## src/rtl/mem_pkg.sv

```systemverilog
// Shared widths and state encodings for the main-memory arbiter.
package mem_pkg;
    localparam int ADDR_W = 10;
    localparam int DATA_W = 16;

    typedef enum logic [1:0] {NONE, CPU, DMA} owner_t;
    typedef enum logic       {PRI_CPU, PRI_DMA} prio_t;
endpackage

```

## src/rtl/mem_arbiter.sv

```systemverilog
// CPU/DMA arbiter for the single-port synchronous-read main memory.
// Fixed CPU priority with a starvation counter that forces a DMA grant.
module mem_arbiter #(
    parameter int ADDR_W       = mem_pkg::ADDR_W,
    parameter int DATA_W       = mem_pkg::DATA_W,
    parameter int STARVE_LIMIT = 4
) (
    input  logic              clk,
    input  logic              rst,
    input  logic              c_req,
    input  logic              c_wr,
    input  logic [ADDR_W-1:0] c_addr,
    input  logic [DATA_W-1:0] c_wdata,
    output logic              c_gnt,
    output logic              c_rvalid,
    input  logic              d_req,
    input  logic              d_wr,
    input  logic [ADDR_W-1:0] d_addr,
    input  logic [DATA_W-1:0] d_wdata,
    output logic              d_gnt,
    output logic              d_rvalid,
    output logic [DATA_W-1:0] rdata,
    output logic [ADDR_W-1:0] mem_addr,
    output logic              mem_wr,
    output logic [DATA_W-1:0] wr_data,
    input  logic [DATA_W-1:0] rd_data
);
    import mem_pkg::*;

    localparam logic [3:0] LIMIT = 4'(STARVE_LIMIT);

    owner_t            rd_owner, owner_nxt;
    prio_t             prio, prio_nxt;
    logic [3:0]        d_wait, wait_nxt;
    logic [ADDR_W-1:0] addr_q;

    always_comb begin
        c_gnt = 1'b0;
        d_gnt = 1'b0;
        if (prio == PRI_DMA && d_req) d_gnt = 1'b1;
        else if (c_req)               c_gnt = 1'b1;
        else if (d_req)               d_gnt = 1'b1;
    end

    // With no grant the address bus parks on the last driven value.
    always_comb begin
        mem_addr = addr_q;
        mem_wr   = 1'b0;
        wr_data  = c_wdata;
        if (c_gnt) begin
            mem_addr = c_addr;
            mem_wr   = c_wr;
        end else if (d_gnt) begin
            mem_addr = d_addr;
            mem_wr   = d_wr;
            wr_data  = d_wdata;
        end
    end

    always_comb begin
        wait_nxt = d_wait;
        if (!d_req || d_gnt)  wait_nxt = 4'd0;
        else if (d_wait < LIMIT) wait_nxt = d_wait + 4'd1;
        prio_nxt = (wait_nxt == LIMIT) ? PRI_DMA : PRI_CPU;

        owner_nxt = NONE;
        if (c_gnt && !c_wr)      owner_nxt = CPU;
        else if (d_gnt && !d_wr) owner_nxt = DMA;
    end

    always_ff @(posedge clk or posedge rst) begin
        if (rst) begin
            d_wait   <= 4'd0;
            prio     <= PRI_CPU;
            rd_owner <= NONE;
            addr_q   <= '0;
        end else begin
            d_wait   <= wait_nxt;
            prio     <= prio_nxt;
            rd_owner <= owner_nxt;
            addr_q   <= mem_addr;
        end
    end

    assign c_rvalid = (rd_owner == CPU);
    assign d_rvalid = (rd_owner == DMA);
    assign rdata    = rd_data;

endmodule

```

## config.mk

```make
export PLATFORM = sky130hd
export DESIGN_NAME = mem_arbiter
export DESIGN_NICKNAME = d
export VERILOG_FILES = /design/src/rtl/mem_pkg.sv /design/src/rtl/mem_arbiter.sv
export SDC_FILE = /design/constraint.sdc
export NUM_CORES = 1
export LEC_CHECK = 0
export ABC_AREA = 1
export CAP_MARGIN = 20
export CORE_ASPECT_RATIO = 1.5
export CORE_MARGIN = 2
export CORE_UTILIZATION = 28
export DETAILED_ROUTE_END_ITERATION = 8
export PLACE_DENSITY_LB_ADDON = 0.2
export SLEW_MARGIN = 5
export SYNTH_ARGS = -nofsm -noshare
export SYNTH_HDL_FRONTEND = slang
export SYNTH_SLANG_ARGS = --single-unit
export TNS_END_PERCENT = 10
```

## constraint.sdc

```tcl
create_clock -name clk -period 1.5 [get_ports clk]
set_clock_uncertainty 0.2 [all_clocks]
set_input_delay 0.225 -clock clk [delete_from_list [all_inputs] [get_ports clk]]
set_output_delay 0.225 -clock clk [all_outputs]
set_load 0.03 [all_outputs]
```

==> flow_metrics.tcl <==
set metrics [dict create \
    synth_seq_cells 17 \
    place_area_sq_um 1960 \
    yosys_warnings 0 \
    path_class "reg2out" \
    path_clk_slew_ps 70 \
    dpl.hpwl_um 2570 \
    synth-seq-area-share_pct 38.2 \
    numPortBuffers 88 \
    power_density_nw_per_um2 662 \
    cap_violations 0 \
    synth_edf_count 0 \
    fin_crit_ps 1870 \
    vias 1382 \
    wl_met1_um 1410 \
    p_int_mw 1.06 \
    floorplan.rows 28 \
    fin_nets 337 \
    htree_num_levels 1 \
    cts_made_buffers 3 \
    antenna_found_initial 0 \
    stdcell_area_sq_um 2370 \
    power_switching_mw 0.509 \
    critPathLaunchType "register" \
    routed_wirelength_um 3620 \
    drive_above_1_share_pct 40.6 \
    met3_wirelength_um 311 \
    required_ps 1070 \
    synth_cell_type_count 17 \
    globalplace.congestion 0.736 \
    io_pins 121 \
    grt_pass1_vias 1456 \
    clk_latency_ps 250 \
    setup.worst_path.end_class "output port" \
    ys.flop_type "dfrtp_1" \
    routedWlPerCell_um 11.8 \
    hold_violations 0 \
    gr-total-overflow 0 \
    start_util_pct 28.6 \
    gr-usage-all-layers_pct 16.0 \
    ys_top_cells_by_count "nand2_1, nor2_1, buf_4, dfrtp_1" \
    max_freq_mhz 535 \
    top_layer "met4" \
    synth_nets 241 \
    grt_max_degree 19 \
    wl_met2_um 1850 \
    synth_top_area_cell "dfrtp_1" \
    postSynth.asyncResetShare_pct 100 \
    clockRootBuffer "clkbuf_8" \
    comb_power_share_pct 46.6 \
    synth.top_cell.area_share_pct 38.2 \
    die_area_sq_um 4500 \
    pre_cts_ws_ps -611 \
    setup_ws_ps -370 \
    die_width_um 55.5 \
    core_sq_um 3890 \
    first_iter_violations 20 \
    die_h_um 81.2 \
    p_clk_share_pct 21.7 \
    netlist_area_sq_um 1110 \
    yosysMostFrequentCell "nand2_1" \
    arrival_ps 1440 \
    cp_max_fo 6 \
    period_share_pct 125 \
    cts_tree "built" \
    finalMaxSlewViolations 0 \
    worstMarginPinSlew_ps 258 \
    grt_pass1_wl_um 5870 \
    p_leak_nw 1.14 \
    rsz0062_at_grt "true" \
    ant_nets 0 \
    seqPwrFrac_pct 31.7 \
    hp-class "in2async" \
    first_pass_iters 2 \
    postSynthCellCount 166 \
    vias_per_cell 4.52 \
    setup_violations 30 \
    holdBufCountCts 0 \
    synthTopCellsByArea "dfrtp_1, nand2_1, buf_4" \
    nFillCells 337 \
    clk_path_buf_depth 2 \
    drcViolationCount 0 \
    slew_headroom_pct 82.6 \
    status "finished, violations left" \
    swShare_pct 32.4 \
    max-vdd-ir-drop_mv 0.444 \
    syn_to_final_growth_pct 113 \
    numClockSinks 17 \
    antennaDiodeCount 0 \
    avgSynthCellArea_sq_um 6.70 \
    violations "negative setup slack" \
]
stage by stage:
step	hold slack, ps	TNS, ps	cells	util [%]	power (mW)
after global placement	250	-16450	292	50.5	1.10
final	82.5	-9400	306	61.0	1.57
after global routing	140	-11430	306	61.0	1.65
after detailed placement	250	-17350	292	50.5	1.10
after CTS	95.0	-9170	299	55.6	1.50
after floorplan	-48.9	-1360	166	-	0.858
state kept, by name, indices dropped and copies added (netlist names):
register  count
addr_q       10
d_wait        4
prio          1
rd_owner      2
timing repair:
item / in CTS / in global routing
setup buffers: 1 / 5
gates resized for setup: 34 / 46
pin swaps: 7 / 21
gates cloned: 2 / 2
setup endpoints to repair: 40 / 30
kinds of logic after synthesis:
family          share of synthesized area (%)
simple gates                             30.7
buf+inv                                  18.7
compound gates                           11.2
flops                                    38.2
fa+ha+maj                                1.12
area by class of cell:
class | count | area (sq um) | area share (%)
Clock buffer | 4 | 45.0 | 1.90
Inverter | 13 | 55.1 | 2.32
Multi-Input combinational cell | 114 | 622 | 26.2
Sequential cell | 17 | 425 | 17.9
Tap cell | 45 | 56.3 | 2.37
Timing Repair Buffer | 112 | 1160 | 49.0
Timing Repair inverter | 1 | 7.51 | 0.316
power groups by stage:
stage / registers [mW] / logic [mW] / clock network, mW
final: 0.498 / 0.732 / 0.341
after global routing: 0.502 / 0.783 / 0.369
after CTS: 0.498 / 0.658 / 0.345
after detailed placement: 0.506 / 0.594 / 0
after global placement: 0.505 / 0.594 / 0
after floorplan: 0.503 / 0.355 / 0
worst paths after layout:
check / startpoint / endpoint / slack, ps / depth (start not counted)
min in group clk: rd_data[13] / rdata[13] / 250 / 0
hold / removal: rst / prio / 80 / 3
setup / recovery: prio / wr_data[15] / -370 / 8
max in group asynchronous: rst / addr_q[3] / 830 / 3
hold reg to reg: addr_q[1] / addr_q[1] / 390 / 2
setup reg to reg: prio / addr_q[9] / -40 / 7
per-layer routing:
layer  global-route usage [%]  vias to the layer above
met5                        0                        -
met3                     4.94                        6
met1                     17.4                      610
li1                         -                      684
met2                     29.9                       82
met4                     4.39                        0
worst max-delay path, stage by stage, from the launching register on:
cell,delay (ps)
dfrtp_1,380
inv_1,70
nand2_2,70
nand2_4,170
buf_12,140
clkbuf_16,140
nand2_2,50
nand2_2,50
buf_6,120
cells in the final DEF, fill, tap and decap left out:
cell type	instances
o21ai_1	5
inv_4	1
inv_1	11
buf_6	27
o21ai_2	9
nor2_2	7
clkbuf_8	3
buf_12	2
o211ai_1	1
buf_16	1
o21ai_0	6
clkinvlp_4	2
o21ai_4	1
clkbuf_16	2
nand2_4	3
nand2_2	25
dfrtp_1	17
ha_1	1
a21oi_1	1
dlygate4sd2_1	2
o21bai_1	1
clkdlybuf4s50_1	55
nor2_1	12
buf_4	23
clkbuf_1	1
nand2_1	40
nand3_1	2
Note: power is estimated with default switching activity, not from simulation.
